**src/rtl/rf_op_sequencer.sv**
```systemverilog
// rf_op_sequencer: four-state controller (IDLE/READ/EXEC/WRITE) that runs one
// register-to-register instruction at a time against an 8x16 register file.
module rf_op_sequencer #(
  parameter int unsigned DATA_W = 16,
  parameter int unsigned CNT_W  = 16
) (
  input  logic              clk,
  input  logic              rst,
  input  logic              instr_valid,
  input  logic [15:0]       instr,
  output logic              instr_ready,
  output logic [2:0]        rf_rd0_addr,
  output logic [2:0]        rf_rd1_addr,
  input  logic [DATA_W-1:0] rf_rd0_data,
  input  logic [DATA_W-1:0] rf_rd1_data,
  output logic              rf_wr_en,
  output logic [2:0]        rf_wr_addr,
  output logic [DATA_W-1:0] rf_wr_data,
  output logic              done,
  output logic              zero,
  output logic              carry,
  output logic [CNT_W-1:0]  retired_cnt
);

  localparam int unsigned INSTR_W = 16;
  localparam int unsigned ADDR_W  = 3;
  localparam int unsigned OP_W    = 3;
  localparam int unsigned SH_W    = 4;
  localparam int unsigned IMM_W   = 10;

  localparam logic [OP_W-1:0] OP_NOP = 3'd0;
  localparam logic [OP_W-1:0] OP_ADD = 3'd1;
  localparam logic [OP_W-1:0] OP_SUB = 3'd2;
  localparam logic [OP_W-1:0] OP_AND = 3'd3;
  localparam logic [OP_W-1:0] OP_OR  = 3'd4;
  localparam logic [OP_W-1:0] OP_XOR = 3'd5;
  localparam logic [OP_W-1:0] OP_LDI = 3'd6;
  localparam logic [OP_W-1:0] OP_SHL = 3'd7;

  typedef enum logic [1:0] {
    S_IDLE  = 2'd0,
    S_READ  = 2'd1,
    S_EXEC  = 2'd2,
    S_WRITE = 2'd3
  } state_e;

  state_e              state_q, state_d;
  logic [INSTR_W-1:0]  instr_q, instr_d;
  logic [DATA_W-1:0]   op_a_q, op_a_d;
  logic [DATA_W-1:0]   op_b_q, op_b_d;
  logic                res_carry_q, res_carry_d;
  logic                res_zero_q, res_zero_d;
  logic                ready_q, ready_d;
  logic [ADDR_W-1:0]   rd0_addr_q, rd0_addr_d;
  logic [ADDR_W-1:0]   rd1_addr_q, rd1_addr_d;
  logic                wr_en_q, wr_en_d;
  logic [ADDR_W-1:0]   wr_addr_q, wr_addr_d;
  logic [DATA_W-1:0]   wr_data_q, wr_data_d;
  logic                done_q, done_d;
  logic                zero_q, zero_d;
  logic                carry_q, carry_d;
  logic [CNT_W-1:0]    cnt_q, cnt_d;

  // Field decode of the latched instruction
  logic [OP_W-1:0]   op_f;
  logic [ADDR_W-1:0] rd_f;
  logic [SH_W-1:0]   sh_f;
  logic [IMM_W-1:0]  imm_f;

  assign op_f  = instr_q[15:13];
  assign rd_f  = instr_q[12:10];
  assign sh_f  = instr_q[3:0];
  assign imm_f = instr_q[9:0];

  // ALU: combinational result and carry from the operand registers
  logic [DATA_W:0]   sum_w;
  logic [DATA_W-1:0] alu_res;
  logic              alu_carry;

  assign sum_w = {1'b0, op_a_q} + {1'b0, op_b_q};

  always_comb begin
    alu_res   = '0;
    alu_carry = 1'b0;
    case (op_f)
      OP_ADD: begin
        alu_res   = sum_w[DATA_W-1:0];
        alu_carry = sum_w[DATA_W];
      end
      OP_SUB: begin
        alu_res   = op_a_q - op_b_q;
        alu_carry = (op_a_q < op_b_q);
      end
      OP_AND:  alu_res = op_a_q & op_b_q;
      OP_OR:   alu_res = op_a_q | op_b_q;
      OP_XOR:  alu_res = op_a_q ^ op_b_q;
      OP_LDI:  alu_res = {{(DATA_W-IMM_W){imm_f[IMM_W-1]}}, imm_f};
      OP_SHL:  alu_res = op_a_q << sh_f;
      default: alu_res = '0;
    endcase
  end

  // Next-state and next-output logic; registered outputs follow the next state
  always_comb begin
    state_d     = state_q;
    instr_d     = instr_q;
    op_a_d      = op_a_q;
    op_b_d      = op_b_q;
    res_carry_d = res_carry_q;
    res_zero_d  = res_zero_q;
    ready_d     = 1'b0;
    rd0_addr_d  = '0;
    rd1_addr_d  = '0;
    wr_en_d     = 1'b0;
    wr_addr_d   = wr_addr_q;
    wr_data_d   = wr_data_q;
    done_d      = 1'b0;
    zero_d      = zero_q;
    carry_d     = carry_q;
    cnt_d       = cnt_q;

    case (state_q)
      S_IDLE: begin
        if (instr_valid && ready_q) begin
          instr_d    = instr;
          rd0_addr_d = instr[9:7];
          rd1_addr_d = instr[6:4];
          state_d    = S_READ;
        end else begin
          ready_d = 1'b1;
        end
      end
      S_READ: begin
        op_a_d  = rf_rd0_data;
        op_b_d  = rf_rd1_data;
        state_d = S_EXEC;
      end
      S_EXEC: begin
        wr_data_d   = alu_res;
        wr_addr_d   = rd_f;
        res_carry_d = alu_carry;
        res_zero_d  = (alu_res == '0);
        wr_en_d     = (op_f != OP_NOP);
        done_d      = 1'b1;
        state_d     = S_WRITE;
      end
      S_WRITE: begin
        if (op_f != OP_NOP) begin
          zero_d  = res_zero_q;
          carry_d = res_carry_q;
        end
        cnt_d   = cnt_q + CNT_W'(1);
        ready_d = 1'b1;
        state_d = S_IDLE;
      end
      default: begin
        ready_d = 1'b1;
        state_d = S_IDLE;
      end
    endcase
  end

  // State and output registers with synchronous reset
  always_ff @(posedge clk) begin
    if (rst) begin
      state_q     <= S_IDLE;
      instr_q     <= '0;
      op_a_q      <= '0;
      op_b_q      <= '0;
      res_carry_q <= 1'b0;
      res_zero_q  <= 1'b0;
      ready_q     <= 1'b1;
      rd0_addr_q  <= '0;
      rd1_addr_q  <= '0;
      wr_en_q     <= 1'b0;
      wr_addr_q   <= '0;
      wr_data_q   <= '0;
      done_q      <= 1'b0;
      zero_q      <= 1'b0;
      carry_q     <= 1'b0;
      cnt_q       <= '0;
    end else begin
      state_q     <= state_d;
      instr_q     <= instr_d;
      op_a_q      <= op_a_d;
      op_b_q      <= op_b_d;
      res_carry_q <= res_carry_d;
      res_zero_q  <= res_zero_d;
      ready_q     <= ready_d;
      rd0_addr_q  <= rd0_addr_d;
      rd1_addr_q  <= rd1_addr_d;
      wr_en_q     <= wr_en_d;
      wr_addr_q   <= wr_addr_d;
      wr_data_q   <= wr_data_d;
      done_q      <= done_d;
      zero_q      <= zero_d;
      carry_q     <= carry_d;
      cnt_q       <= cnt_d;
    end
  end

  assign instr_ready = ready_q;
  assign rf_rd0_addr = rd0_addr_q;
  assign rf_rd1_addr = rd1_addr_q;
  // Write enable is gated by rst so a reset cycle can never commit a write
  assign rf_wr_en    = wr_en_q & ~rst;
  assign rf_wr_addr  = wr_addr_q;
  assign rf_wr_data  = wr_data_q;
  assign done        = done_q;
  assign zero        = zero_q;
  assign carry       = carry_q;
  assign retired_cnt = cnt_q;

endmodule

```
**config.mk**
```make
export PLATFORM = sky130hd
export DESIGN_NAME = rf_op_sequencer
export DESIGN_NICKNAME = d
export VERILOG_FILES = /design/src/rtl/rf_op_sequencer.sv
export SDC_FILE = /design/constraint.sdc
export NUM_CORES = 1
export LEC_CHECK = 0
export ABC_AREA = 0
export BUFFER_PORTS_ARGS = -buffer_cell sky130_fd_sc_hd__buf_2
export CORE_ASPECT_RATIO = 1.1
export CORE_MARGIN = 5
export CORE_UTILIZATION = 50
export DETAILED_ROUTE_END_ITERATION = 8
export GPL_TIMING_DRIVEN = 0
export PLACE_DENSITY = 0.75
export SYNTH_ARGS = -nofsm -noshare
export SYNTH_HDL_FRONTEND = slang
export SYNTH_SLANG_ARGS = --single-unit
export TNS_END_PERCENT = 100
```
**constraint.sdc**
```tcl
create_clock -name clk -period 6.6 [get_ports clk]
set_input_delay 0.99 -clock clk [delete_from_list [all_inputs] [get_ports clk]]
set_output_delay 0.99 -clock clk [all_outputs]
set_load 0.1 [all_outputs]
```
==> run metrics <==
max-cap violations 0; synthesized cell area 6823 sq um; crit end category flop; Post-Synth Adder-Cell Area 10.67%; Setup Skew 0.01792 ns; Clock Latency Late Sink 0.37 ns; Critical Path Source Type flop; gr ovfl total 0; Post-synth ARST share 0%; Syn Area/Cell 8.017 sq um; DR WL/cell roughly 19 um; post-synthesis register bit count 98; Post-synth top cells 118 x nor2_1, 98 x dfxtp_1, 71 x nand2_1; share of layout cells above drive strength 1 14.33%; Slew @ Worst Pin 1.082 ns; die area 16080 sq um; Sw Ratio approximately half; area leader, netlist dfxtp_1; root buf cell clkbuf_16; largest net degree at the start of global routing 19; clock sinks 98; clock transition at the registers of the reported paths 0.07 ns; total power 0.003370 W; Max Buffers Root-to-Sink 2; die span in y 132.5 um; Primary FF master, synth dfxtp_1; final worst path period share 60.86%; most common cell in the synthesized netlist nor2_1; pwr dens 428.0 nW/um^2; sequential power share 24.3%; vias in the first global route 6511; r2r endpoint res_zero_q$_SDFFE_PP0P_; simple-gate share of the synthesized area between 10% and 20%; drt first-iter violations 667; TritonCTS clock tree done; initial antenna violation count 0; WP data arrival 4.29 ns; slack of the worst reg-to-reg path 2.58 ns; Data required, critical path 6.87 ns; reg2reg path depth 13; Setup CP Type reg2reg; Ports between 90 and 100; first-pass GRT wire length 34860 um; CP max FO 6; r2r startpoint op_a_q[0]$_SDFFE_PP0N_; total CTS buffers 9; Starting Density 51.21%; Slew Viols, Final 0; Core Util, Final 59.09%; number of synthesized flops with an enable pin 0; compound-gate portion of the synthesized area 19.22%; Setup-failing EPs final 0; RSZ-0062 raised after global routing no; top cell type's share of synthesized area 28.75%; sequential area share after synthesis 28.75%; mux share of post-synthesis cell area 12.27%; Clock Power Share 17.9%; Slew headroom 26.00%; first drt pass iteration count 6; WL final around 22000 um; endpoints failing hold 0; Hold WC Path Type reg2reg; Int Power 0.001678 W; Yosys warning total 0; Port Buffers 96; minimum clock period 4.017 ns; final weighted congestion in routability-driven placement 0.9725; top cells by area, synth dfxtp_1 29%, mux2i_1 10%, ha_1 10%; largest family of logic cells by synthesized area compound AO/OA/AOI/OAI gates; # hold bufs at CTS 0; Synth cell types 75; worst vdd ir approximately 220 uV; placed wire-length estimate 16920 um; CP startpoint op_a_q[0]$_SDFFE_PP0N_; DRC viols 0; net switching power 0.001692 W; Hold Path Depth 2; combinational power share 57.8%; row count 44; Cells after Synth 851; XOR/XNOR Fraction of Synth Area between 2 and 3%; run status finished clean; # Post-CTS Setup Buffers 0; # resized after CTS 0; CP Capture Point res_zero_q$_SDFFE_PP0P_; fillers 1311; Final ANT Viol Nets 0; Core Footprint 13320 sq um; Layout area overhead 15.39%; Via-to-Cell Ratio 5.901; Fin Hold WS 0.4554 ns; ant diodes 0; Syn Nets 959; Tot GR Track Use between 20 and 30%; Chip Width 121.4 um; via count slightly below 7000; leak pwr 3.247 nW; htree depth 3; FMAX ~250 MHz; Nets 1066; setup TNS 0 ns
## logic make-up (layout without fill, tap and decap cells)
logic type               count (synthesis)  after routing
adder cells (fa/ha/maj)                 57             57
flip-flops                              98             98
AO/OA/AOI/OAI                          192            192
buffers and inverters                  120            232
XOR/XNOR                                22             22
multiplexers                            78             78
AND/OR/NAND/NOR                        284            284
## cell type report
| class | count | area, sq um | area share [%] |
|---|---|---|---|
| Clock inverter | 7 | 113.9 | 1.446 |
| Buffer | 56 | 237.7 | 3.020 |
| Tap cell | 184 | 230.2 | 2.924 |
| Sequential cell | 98 | 1962 | 24.92 |
| Multi-Input combinational cell | 633 | 4383 | 55.67 |
| Clock buffer | 9 | 225.2 | 2.861 |
| Timing Repair Buffer | 96 | 480.5 | 6.103 |
| Inverter | 64 | 240.2 | 3.051 |
## sequential cells by signal (all words and copies together) (netlist names), 2 cells and up
name,count
instr_q,16
op_a_q,16
op_b_q,16
retired_cnt,16
rf_rd0_addr,3
rf_rd1_addr,3
rf_wr_addr,3
rf_wr_data,16
state_q,2
## critical path, cell delays in order, from the launching register on
cell and delay [ns]:
dfxtp_1 0.40, inv_1 0.17, ha_1 0.19, inv_1 0.06, fa_1 0.39, nor2b_1 0.16
o211ai_1 0.38, nand3_1 0.17, a311o_1 0.32, xnor2_1 0.16, a211oi_1 0.51, o221ai_1 0.23
or4_1 0.58, o22ai_1 0.21
## power by group through the flow
stage	clock network (W)	logic [W]	registers, W
2_1_floorplan	0	0.00115	0.00110
3_3_place_gp	0	0.00189	0.000826
3_5_place_dp	0	0.00190	0.000829
4_1_cts	0.000607	0.00191	0.000818
5_1_grt	0.000629	0.00209	0.000834
6_report	0.000604	0.00195	0.000819
## routing by layer
| metal | vias up | global-route usage [%] | share of wire (%) |
|---|---|---|---|
| met5 | - | 0 | 0 |
| met4 | 0 | 13.51 | 5.0 |
| met3 | 71 | 4.526 | 7.4 |
| met2 | 319 | 42.40 | 45 |
| met1 | 3157 | 36.48 | 43 |
| li1 | 3221 | - | - |
## cells in the final DEF (no fill, tap or decap), types with 8 or more instances in the layout
master,netlist,layout
ha_1,55,55
clkbuf_1,38,38
buf_2,7,103
nor3_1,12,12
inv_1,62,62
dfxtp_1,98,98
mux2i_1,69,69
nor2b_1,8,8
nand2_1,71,71
xnor2_1,9,9
o21ai_0,29,29
xor2_1,12,12
o22ai_1,12,12
nor2_1,118,118
a211oi_1,16,16
nand3_1,18,18
clkbuf_16,0,9
a21oi_1,43,43
and3_1,15,15
## through the flow
step | setup slack (ns) | cell area, sq um | std cells
after floorplan | 3.101 | 6823 | 851
after global placement | 2.904 | 7533 | 1131
after detailed placement | 2.872 | 7533 | 1131
after CTS | 2.730 | 7873 | 1147
after global routing | 2.547 | 7873 | 1147
final | 2.583 | 7873 | 1147
## how the worst min path moves through the flow
stage | from | to | slack, ns
CTS | instr_q[10]$_SDFFE_PP0P_ | instr_q[10]$_SDFFE_PP0P_ | 0.46
floorplan | instr_q[10]$_SDFFE_PP0P_ | instr_q[10]$_SDFFE_PP0P_ | 0.44
detailed placement | instr_q[10]$_SDFFE_PP0P_ | instr_q[10]$_SDFFE_PP0P_ | 0.45
global route | instr_q[11]$_SDFFE_PP0P_ | instr_q[11]$_SDFFE_PP0P_ | 0.48
global placement | instr_q[10]$_SDFFE_PP0P_ | instr_q[10]$_SDFFE_PP0P_ | 0.44
finish | instr_q[10]$_SDFFE_PP0P_ | instr_q[10]$_SDFFE_PP0P_ | 0.46
No activity file was read; power rests on OpenSTA's default activity.
